<file path="src/rtl/uart_rx_fsm_if.sv">
// UART receiver bundle: serial line in, received frame and status out.
// master drives the line and acknowledge; slave is the receiver.
interface uart_rx_fsm_if #(
  parameter int DATA_BITS = 8
);
  logic                 serial_in;
  logic                 clear_rx_flag;
  logic [DATA_BITS-1:0] rx_data;
  logic                 rx_flag;
  logic                 frame_error;
  logic                 parity_error;
  logic                 busy;

  modport master (
    output serial_in,
    output clear_rx_flag,
    input  rx_data,
    input  rx_flag,
    input  frame_error,
    input  parity_error,
    input  busy
  );

  modport slave (
    input  serial_in,
    input  clear_rx_flag,
    output rx_data,
    output rx_flag,
    output frame_error,
    output parity_error,
    output busy
  );
endinterface

</file>
<file path="src/rtl/uart_rx_fsm.sv">
// UART receive FSM, mid-bit sampling, LSB first, sticky rx_flag.
// Define UART_RX_PARITY_EN to expect one even-parity bit after the data.
module uart_rx_fsm #(
  parameter int CLKS_PER_BIT = 16,
  parameter int DATA_BITS    = 8
) (
  input logic        clk,
  input logic        reset,
  uart_rx_fsm_if.slave bus
);

  localparam int TW = $clog2(CLKS_PER_BIT);
  localparam int CW = $clog2(DATA_BITS + 1);

  localparam logic [TW-1:0] T_HALF = TW'(CLKS_PER_BIT / 2 - 1);
  localparam logic [TW-1:0] T_FULL = TW'(CLKS_PER_BIT - 1);
  localparam logic [CW-1:0] N_LAST = CW'(DATA_BITS - 1);

  typedef enum logic [2:0] {
    IDLE,
    START,
    DATA,
`ifdef UART_RX_PARITY_EN
    PARITY,
`endif
    STOP
  } state_t;

  state_t               state, state_n;
  logic                 sync1, line_s, line_q;
  logic [TW-1:0]        timer, timer_n;
  logic [CW-1:0]        cnt, cnt_n;
  logic [DATA_BITS-1:0] sr, sr_n;
  logic                 stop_bit, stop_n;
  logic                 commit, commit_n;
  logic [DATA_BITS-1:0] data_q, data_n;
  logic                 flag_q, flag_n;
  logic                 fe_q, fe_n;
`ifdef UART_RX_PARITY_EN
  logic                 par_bit, par_n;
  logic                 pe_q, pe_n;
`endif

  logic tick_half, tick_full;

  assign tick_half = (timer == T_HALF);
  assign tick_full = (timer == T_FULL);

  always_comb begin
    state_n  = state;
    timer_n  = timer;
    cnt_n    = cnt;
    sr_n     = sr;
    stop_n   = stop_bit;
    commit_n = 1'b0;
    data_n   = data_q;
    flag_n   = flag_q & ~bus.clear_rx_flag;
    fe_n     = fe_q;
`ifdef UART_RX_PARITY_EN
    par_n    = par_bit;
    pe_n     = pe_q;
`endif
    unique case (state)
      IDLE: begin
        // edge, not level: a held-low break never restarts
        if (line_q && !line_s) begin
          state_n = START;
          timer_n = '0;
        end
      end
      START: begin
        if (tick_half) begin
          timer_n = '0;
          cnt_n   = '0;
          state_n = line_s ? IDLE : DATA;
        end else begin
          timer_n = timer + 1'b1;
        end
      end
      DATA: begin
        if (tick_full) begin
          timer_n = '0;
          cnt_n   = cnt + 1'b1;
          sr_n    = {line_s, sr[DATA_BITS-1:1]};
          if (cnt == N_LAST) begin
`ifdef UART_RX_PARITY_EN
            state_n = PARITY;
`else
            state_n = STOP;
`endif
          end
        end else begin
          timer_n = timer + 1'b1;
        end
      end
`ifdef UART_RX_PARITY_EN
      PARITY: begin
        if (tick_full) begin
          par_n   = line_s;
          timer_n = '0;
          state_n = STOP;
        end else begin
          timer_n = timer + 1'b1;
        end
      end
`endif
      STOP: begin
        // sample first, publish on the following edge
        if (commit) begin
          state_n = IDLE;
          timer_n = '0;
          cnt_n   = '0;
          data_n  = sr;
          flag_n  = 1'b1;
          fe_n    = ~stop_bit;
`ifdef UART_RX_PARITY_EN
          pe_n    = ^{sr, par_bit};
`endif
        end else if (tick_full) begin
          stop_n   = line_s;
          commit_n = 1'b1;
        end else begin
          timer_n = timer + 1'b1;
        end
      end
      default: begin
        state_n = IDLE;
        timer_n = '0;
        cnt_n   = '0;
      end
    endcase
  end

  always_ff @(posedge clk) begin
    if (reset) begin
      sync1    <= 1'b1;
      line_s   <= 1'b1;
      line_q   <= 1'b1;
      state    <= IDLE;
      timer    <= '0;
      cnt      <= '0;
      sr       <= '0;
      stop_bit <= 1'b0;
      commit   <= 1'b0;
      data_q   <= '0;
      flag_q   <= 1'b0;
      fe_q     <= 1'b0;
`ifdef UART_RX_PARITY_EN
      par_bit  <= 1'b0;
      pe_q     <= 1'b0;
`endif
    end else begin
      sync1    <= bus.serial_in;
      line_s   <= sync1;
      line_q   <= line_s;
      state    <= state_n;
      timer    <= timer_n;
      cnt      <= cnt_n;
      sr       <= sr_n;
      stop_bit <= stop_n;
      commit   <= commit_n;
      data_q   <= data_n;
      flag_q   <= flag_n;
      fe_q     <= fe_n;
`ifdef UART_RX_PARITY_EN
      par_bit  <= par_n;
      pe_q     <= pe_n;
`endif
    end
  end

  assign bus.rx_data     = data_q;
  assign bus.rx_flag     = flag_q;
  assign bus.frame_error = fe_q;
  assign bus.busy        = (state != IDLE);
`ifdef UART_RX_PARITY_EN
  assign bus.parity_error = pe_q;
`else
  assign bus.parity_error = 1'b0;
`endif

endmodule

</file>
<file path="src/flat_wrapper.sv">
// flat-port wrapper written by rule: the top's interface ports become plain ports
module uart_rx_fsm_flat 
#(
  parameter int CLKS_PER_BIT = 16,
  parameter int DATA_BITS    = 8
)
  (clk, reset, bus_serial_in, bus_clear_rx_flag, bus_rx_data, bus_rx_flag, bus_frame_error, bus_parity_error, bus_busy);
  uart_rx_fsm_if #(.DATA_BITS(DATA_BITS)) bus_i ();
  input logic clk;
  input logic reset;
  input wire logic [$bits(bus_i.serial_in)-1:0] bus_serial_in;
  input wire logic [$bits(bus_i.clear_rx_flag)-1:0] bus_clear_rx_flag;
  output wire logic [$bits(bus_i.rx_data)-1:0] bus_rx_data;
  output wire logic [$bits(bus_i.rx_flag)-1:0] bus_rx_flag;
  output wire logic [$bits(bus_i.frame_error)-1:0] bus_frame_error;
  output wire logic [$bits(bus_i.parity_error)-1:0] bus_parity_error;
  output wire logic [$bits(bus_i.busy)-1:0] bus_busy;
  assign bus_i.serial_in = bus_serial_in;
  assign bus_i.clear_rx_flag = bus_clear_rx_flag;
  assign bus_rx_data = bus_i.rx_data;
  assign bus_rx_flag = bus_i.rx_flag;
  assign bus_frame_error = bus_i.frame_error;
  assign bus_parity_error = bus_i.parity_error;
  assign bus_busy = bus_i.busy;
  uart_rx_fsm #(.CLKS_PER_BIT(CLKS_PER_BIT), .DATA_BITS(DATA_BITS)) u_core (.clk(clk), .reset(reset), .bus(bus_i));
endmodule
</file>
<file path="config.mk">
export PLATFORM = sky130hd
export DESIGN_NAME = uart_rx_fsm_flat
export DESIGN_NICKNAME = d
export VERILOG_FILES = /design/src/rtl/uart_rx_fsm_if.sv /design/src/rtl/uart_rx_fsm.sv /design/src/flat_wrapper.sv
export SDC_FILE = /design/constraint.sdc
export NUM_CORES = 1
export LEC_CHECK = 0
export CAP_MARGIN = 20
export CORE_ASPECT_RATIO = 0.5
export CORE_MARGIN = 1
export CORE_UTILIZATION = 54
export CTS_CLUSTER_DIAMETER = 200
export CTS_CLUSTER_SIZE = 20
export DETAILED_ROUTE_END_ITERATION = 8
export PLACE_DENSITY = 0.82
export REMOVE_ABC_BUFFERS = 1
export SETUP_SLACK_MARGIN = 0.02
export SLEW_MARGIN = 20
export SYNTH_ARGS = -nofsm -noshare
export SYNTH_HDL_FRONTEND = slang
export SYNTH_SLANG_ARGS = --single-unit
</file>
<file path="constraint.sdc">
create_clock -name clk -period 1.65 [get_ports clk]
set_input_delay 0.2475 -clock clk [delete_from_list [all_inputs] [get_ports clk]]
set_output_delay 0.2475 -clock clk [all_outputs]
set_load 0.05 [all_outputs]
</file>
==> impl_metrics.ini, run 1 <==
[outcome]
status = finished clean

[logic_synthesis]
syn_inst = 172
yosys.cell_count.top_type = nand2_1
syn_area_mm2 = 0.00144
avgSynthCellArea_um2 = 8.38
yosys.area.top_type_share_pct = 45.8
synthTopCellsByArea = dfxtp_1, nand2_1, a21oi_1
yosys_warnings = 0
synthDistinctLibCells = 38
async_reset_ff_share_pct = 0
synth_seq_cells = 33
seq_area_frac_synth_pct = 45.8
synth_edf_count = 0
synth_ff_type = dfxtp_1
synthTopCellsByCount = nand2_1, dfxtp_1, a21oi_1, nor2_1, mux2i_1
yosys.area.top_type = dfxtp_1

[place]
io_buffers = 14
place_inst = 214
gp_congestion = 0.875
hpwl_um = 1710

[global_route]
grt_max_degree = 36
antenna_found_initial = 0
grt_pass1_wl_um = 4540
grt_use_total_pct = 22.0
grt_pass1_vias = 1087
overflow = 0

[sta]
setup_tns_ns = 0
setup_viol = 0
final_hold_viol_count = 0
skew_ns = 0.00912
rsz0062_at_grt = no
finalCriticalPeriod_ns = 1.51
drv_slew = 0
fmax_mhz = 663
fin_crit_sh_pct = 91.4

[detailed_routing]
wire_per_inst_um = 11.9
vias_per_cell = 5.37
postRouteWirelength_um = 2640
antenna_left = 0
drtIter0Drc = 74
vias = 1192
post-route-drc-count = 0
firstDrtPassIters = 4

[die]
start_util_pct = 60.8
rows = 12
io_pins = 16
die-area_mm2 = 0.00289
die_y_um = 38.5
die_w_um = 75.1
coreArea_mm2 = 0.00237

[worst_setup_path]
worstSetupPathType = register to output pin
cp_max_fo = 16
cp.required_ns = 1.40
r2r-end = u_core.state[0]
worstPathArrival_ns = 1.26
r2r_cells = 5
slowest_delay_ns = 0.40
cp-start-kind = register
cp_cell_sequence = nor2_2 -> inv_1 -> buf_12
reg2reg_slack_ns = 0.17
endpoint_kind = output pin
slowest_stage = dfxtp_2
worstReg2RegStart = u_core.timer[0]

[clock_network]
postCtsSetupBuffers = 0
clock_path_buffers = 2
ctsRootBufferMaster = clkbuf_8
cts_sinks = 33
clkTransAtPathRegs_ns = 0.07
tritoncts = yes
worstSkewPairLatency_ns = 0.28
cts_made_buffers = 5
ctsHtreeMaxLevel = 2
hold_buffers = 0

[final_layout]
syn2layout_area_growth_pct = 19.1
drive_gt1_share_pct = 18.7
nets = 192
instances_no_fill = 222
num_antenna_cells = 0

[worst_hold_path]
hold_path_class = register to register
min_from = u_core.sync1
holdPathEnd = u_core.line_s
hold_path_depth = 1

[power_and_ir_drop]
p_leak_nw = 0.627
peakVddDrop_mv = 0.648
pwr_density_cell_mw_per_mm2 = 954

[flow_run]
cap_viol_max_count = 0
worst max path at each step:
stage / startpoint / endpoint / slack [ns] / depth (start not counted)
global route: u_core.timer[0] / u_core.timer[2] / 0.02 / 5
finish: u_core.state[1] / bus_busy / 0.14 / 3
CTS: u_core.state[0] / bus_busy / 0.11 / 3
global placement: u_core.state[1] / u_core.timer[2] / 0.12 / 4
detailed placement: u_core.state[1] / u_core.timer[2] / 0.09 / 4
floorplan: u_core.state[1] / u_core.timer[1] / 0.13 / 5
critical path: cells and delay by family, from the launching register on:
| family | cells | cell delay, ns |
|---|---|---|
| DFF | 1 | 0.40 |
| buffers and inverters | 2 | 0.35 |
| and+or+nand+nor | 1 | 0.24 |
cell type report:
class                   count  area [um2]
clock buffers               7        86.3
fillers                   189         656
multi-input cells         124         706
well taps                  35        43.8
inverters                   3        11.3
flip-flops and latches     33         664
repair buffers             19         175
clock inverters             1        30.0
metrics by stage:
stage / hold slack (ns) / total power, W / worst slack (ns) / util [%] / area, um2
final: 0.415 / 0.00164 / 0.143 / 72.4 / 1720
after global routing: 0.418 / 0.00169 / 0.0214 / 72.4 / 1720
after CTS: 0.416 / 0.00165 / 0.108 / 72.2 / 1710
after detailed placement: 0.399 / 0.000881 / 0.0899 / 67.2 / 1600
after global placement: 0.392 / 0.000880 / 0.116 / 67.2 / 1600
after floorplan: 0.315 / 0.000850 / 0.133 / - / 1380
cell usage in the layout (no fill, tap or decap), types with 2 or more instances in the layout:
cell type	instances
nand2_1	38
dfxtp_1	30
a21oi_1	22
buf_4	14
nor2_1	12
mux2i_1	6
clkbuf_8	6
o21ai_0	5
inv_1	3
and2_1	3
or2_2	3
nand3_1	3
clkdlybuf4s50_1	3
dfxtp_2	3
nand4b_1	2
a211oi_1	2
o21ai_1	2
nand2b_1	2
nor3_1	2
ha_1	2
buf_12	2
power by group:
part / switching [W] / total, W / internal (W)
logic: 0.0000309 / 0.0000567 / 0.0000258
registers: 0.00000516 / 0.000806 / 0.000801
clock network: 0.000283 / 0.000775 / 0.000492
total: 0.000319 / 0.00164 / 0.00132
kinds of logic after synthesis:
| logic type | synth area share [%] |
|---|---|
| and+or+nand+nor | 24.6 |
| AOI/OAI and AO/OA | 17.5 |
| DFF | 45.8 |
| buffers and inverters | 5.29 |
| muxes | 4.17 |
| adders and majority gates | 1.74 |
| other | 0.260 |
| xor gates and xnor gates | 0.608 |
registers in the layout (all words and copies together), names as in the netlist:
signal / count
u_core.timer: 4
u_core.bus.rx_data: 8
u_core.sync1: 1
u_core.state: 2
u_core.line_s: 1
u_core.cnt: 4
u_core.sr: 8
u_core.bus.rx_flag: 1
u_core.stop_bit: 1
u_core.line_q: 1
u_core.commit: 1
u_core.bus.frame_error: 1
metal layers:
layer / vias up / global-route usage [%] / part of all wire [%]
met5: - / 0 / 0
met4: 0 / 5.66 / 0.79
met3: 4 / 8.68 / 4.7
met2: 23 / 41.0 / 47
met1: 551 / 23.8 / 48
li1: 614 / - / -
timing repair:
item / 4_1_cts / 5_1_grt
setup endpoints to repair: 2 / 3
resized for setup: 1 / 3
endpoints found under the hold margin: 0 / 0
pin swaps: 0 / 1
Power figures use the tool's default switching activity.
==> run 2: changes to the inputs <==
- PLACE_DENSITY: 0.82 -> unset
- PLACE_DENSITY_LB_ADDON: unset -> 0.1
==> impl_metrics.ini, run 2 (synthesized netlist as in run 1, its figures left out) <==
[outcome]
status = finished clean

[sta]
setup_viol = 0
rsz0062_at_grt = no
final_hold_viol_count = 0
fin_crit_sh_pct = 90.6
fin_ws_ns = 0.154
drv_slew = 0
setup_tns_ns = 0
fmax_mhz = 669
skew_ns = 0.00443
finalCriticalPeriod_ns = 1.50

[detailed_routing]
post-route-drc-count = 0
drtIter0Drc = 52
wire_per_inst_um = 12.3
vias_per_cell = 5.26
firstDrtPassIters = 4
postRouteWirelength_um = 2730
antenna_left = 0
vias = 1167

[die]
die_y_um = 38.5
coreArea_mm2 = 0.00237
die-area_mm2 = 0.00289
start_util_pct = 60.8
die_w_um = 75.1
rows = 12
io_pins = 16

[global_route]
grt_pass1_wl_um = 4420
grt_use_total_pct = 22.0
overflow = 0
antenna_found_initial = 0
grt_max_degree = 36
grt_pass1_vias = 971

[final_layout]
instances_no_fill = 222
drive_gt1_share_pct = 19.3
layout_commonest_cell = nand2_1
syn2layout_area_growth_pct = 17.1
num_antenna_cells = 0
nets = 192
final_cell_mix = nand2_1, dfxtp_1, a21oi_1, buf_4, nor2_1

[worst_setup_path]
cp_cell_sequence = nor2_2 -> inv_1 -> buf_12
endpoint_kind = output pin
cp.required_ns = 1.40
cp-start-kind = register
cp_max_fo = 16
worstPathArrival_ns = 1.25
worstSetupPathType = register to output pin
slowest_stage = dfxtp_2
slowest_delay_ns = 0.40

[clock_network]
cts_made_buffers = 5
ctsHtreeMaxLevel = 2
worstSkewPairLatency_ns = 0.28
hold_buffers = 0
cts_sinks = 33
clkTransAtPathRegs_ns = 0.07
clock_path_buffers = 2
tritoncts = yes
ctsRootBufferMaster = clkbuf_8

[place]
dp_slack_ns = 0.0851
hpwl_um = 1790
place_inst = 214
io_buffers = 14
gp_congestion = 0.810

[power_and_ir_drop]
pwr_density_cell_mw_per_mm2 = 860
peakVddDrop_mv = 0.626
p_leak_nw = 0.609

[flow_run]
cap_viol_max_count = 0

[worst_hold_path]
hold_path_class = register to register
==> run 2: changes by cell type in the layout (fill, tap and decap cells not counted), sizes merged <==
cell and change:
clkbuf -2, clkinvlp +1, bufinv -1, clkinv +2
==> run 2: worst paths after layout <==
| kind | slack (ns) | start | end | depth (start not counted) |
|---|---|---|---|---|
| worst max register to register | 0.17 | u_core.timer[0] | u_core.timer[2] | 5 |
| worst min-delay path | 0.45 | u_core.sync1 | u_core.line_s | 1 |
| worst max-delay path | 0.15 | u_core.state[1] | bus_busy | 3 |
| worst min register to register | 0.45 | u_core.sync1 | u_core.line_s | 1 |
==> run 2: metal layers <==
metal	GRT usage (%)	part of all wire [%]	up-vias
met4	9.43	1.3	0
met1	26.7	48	531
met5	0	0	-
met2	35.8	46	21
li1	-	-	607
met3	7.89	4.2	8
==> run 2: final cells by class <==
class	instances	area, um2
Multi-Input combinational cell	124	708
Clock inverter	3	17.5
Inverter	3	11.3
Clock buffer	5	68.8
Sequential cell	33	663
Tap cell	35	43.8
Fill cell	188	684
Timing Repair Buffer	19	175
==> run 2: repair_timing <==
item / 4_1_cts / 5_1_grt
buffers inserted: 0 / 0
hold endpoints to repair: 0 / 0
endpoints found under the setup margin: 1 / 4
gates resized for setup: 1 / 3
cloned: 0 / 0
==> run 2: critical path, delay by kind of cell (launching register included) <==
kind / cells / cell delay (ns)
flip-flops: 1 / 0.40
buffers and inverters: 2 / 0.34
AND/OR/NAND/NOR: 1 / 0.22
==> run 2: power by group <==
group          switching, W  leakage [nW]  internal, W
registers        0.00000543         0.267     0.000801
clock network      0.000296        0.0439     0.000291
logic             0.0000317         0.298    0.0000259
total              0.000333         0.609      0.00112
==> run 2: through the flow <==
| stage | hold WS, ns | total power [W] | area, um2 | util (%) |
|---|---|---|---|---|
| 3_5_place_dp | 0.436 | 0.000882 | 1600 | 67.2 |
| 5_1_grt | 0.470 | 0.00151 | 1690 | 71.1 |
| 2_1_floorplan | 0.315 | 0.000850 | 1380 | - |
| 4_1_cts | 0.455 | 0.00147 | 1680 | 70.9 |
| 3_3_place_gp | 0.392 | 0.000880 | 1600 | 67.2 |
| 6_report | 0.450 | 0.00145 | 1690 | 71.1 |
==> run 3: changes to the inputs <==
==> constraint.sdc (replaced) <==
create_clock -name clk -period 1.65 [get_ports clk]
set_input_delay 0.495 -clock clk [delete_from_list [all_inputs] [get_ports clk]]
set_output_delay 0.495 -clock clk [all_outputs]
set_load 0.05 [all_outputs]
==> impl_metrics.ini, run 3 (synthesized netlist as in run 1, its figures left out) <==
[die]
rows = 12
die_y_um = 38.5
io_pins = 16
die-area_mm2 = 0.00289
coreArea_mm2 = 0.00237
die_w_um = 75.1
start_util_pct = 60.8

[global_route]
grt_use_total_pct = 21.4
grt_max_degree = 36
grt_pass1_vias = 979
antenna_found_initial = 0
grtUsageMet1_pct = 27.0
overflow = 0
grt_busiest_layer = met2
grt.met2_usage_pct = 34.2
grt_pass1_wl_um = 4290
gr-usage-met3_pct = 8.68

[power_and_ir_drop]
peakVddDrop_mv = 0.755
p_leak_nw = 0.644
pwr_density_cell_mw_per_mm2 = 787
power.total_w = 0.00144

[final_layout]
fill_cells = 186
final_cell_mix = nand2_1, dfxtp_1, a21oi_1, nor2_1, buf_12
nets = 193
ff_latch_area_um2 = 666
syn2layout_area_growth_pct = 26.6
instances_no_fill = 223
drive_gt1_share_pct = 19.7
layout_commonest_cell = nand2_1
multi_input_area_um2 = 711
num_antenna_cells = 0

[worst_setup_path]
cp-start-kind = register
cp_max_fo = 13
reg2reg_slack_ns = 0.12
worstSetupPathType = register to output pin
r2r_cells = 5
worstReg2RegStart = u_core.timer[0]
r2r-end = u_core.timer[2]
worstPathArrival_ns = 1.05
cp.required_ns = 1.15
endpoint_kind = output pin

[detailed_routing]
vias_per_cell = 5.26
wire_per_inst_um = 11.7
antenna_left = 0
post-route-drc-count = 0
postRouteWirelength_um = 2610
vias = 1174
firstDrtPassIters = 4
drtIter0Drc = 83

[sta]
drv_slew = 0
final_hold_viol_count = 0
finalCriticalPeriod_ns = 1.55
rsz0062_at_grt = no
fin_crit_sh_pct = 93.9
setup_viol = 0
setup_tns_ns = 0
fmax_mhz = 645
skew_ns = 0.00674

[worst_hold_path]
hold_path_class = register to register
hold_path_depth = 1
min_from = u_core.sync1
holdPathEnd = u_core.line_s

[place]
io_buffers = 14
gp_congestion = 0.823
hpwl_um = 1820
place_inst = 215

[clock_network]
clock_path_buffers = 2
cts_sinks = 33
ctsRootBufferMaster = clkbuf_8
cts_made_buffers = 5
ctsHtreeMaxLevel = 2
hold_buffers = 0
worstSkewPairLatency_ns = 0.28
tritoncts = yes
clkTransAtPathRegs_ns = 0.06
postCtsSetupBuffers = 0

[flow_run]
cap_viol_max_count = 0

[outcome]
status = finished clean
[run 3: how the worst max path moves through the flow]
stage / start / end / slack [ns] / cells after the start
after floorplan: u_core.state[1] / bus_busy / 0.13 / 2
after global placement: reset / u_core.sync1 / 0.11 / 3
after detailed placement: reset / u_core.cnt[0] / 0.09 / 4
after CTS: u_core.state[0] / bus_busy / 0.05 / 3
after global routing: u_core.timer[0] / u_core.cnt[3] / 0.05 / 5
final: u_core.state[0] / bus_busy / 0.10 / 3
[run 3: what timing repair did]
item,4_1_cts,5_1_grt
pin swaps,0,0
resized for setup,4,2
endpoints found under the setup margin,1,7
[run 3: final cells by class]
cell class,count,share of cell area (%)
repair buffers,20,16.9
flip-flops and latches,33,36.5
clock inverters,3,0.960
well taps,35,2.40
clock buffers,5,3.77
inverters,3,0.617
multi-input cells,124,38.9
[run 3: stage by stage]
step	setup WS [ns]	cell area, um2	hold slack (ns)	util, %
after floorplan	0.128	1380	0.389	-
after global placement	0.113	1730	0.400	72.8
after detailed placement	0.0898	1730	0.402	72.8
after CTS	0.0513	1820	0.427	76.9
after global routing	0.0487	1830	0.447	77.0
final	0.100	1830	0.426	77.0
[run 3: critical path, stage by stage (launching register included)]
cell and delay [ns]:
dfxtp_4 0.39, nor2_4 0.15, inv_2 0.09, buf_12 0.15
[run 3: where the power goes]
group	leakage, nW	total [W]	switching [W]	internal (W)
combinational	0.333	0.0000577	0.0000315	0.0000262
clock	0.0439	0.000573	0.000283	0.000290
sequential	0.268	0.000805	0.00000524	0.000800
total	0.644	0.00144	0.000320	0.00112
[run 3: routing by layer]
| metal | part of all wire [%] | up-vias |
|---|---|---|
| li1 | - | 612 |
| met1 | 50 | 535 |
| met2 | 45 | 25 |
| met3 | 4.7 | 2 |
| met4 | 0.46 | 0 |
| met5 | 0 | - |
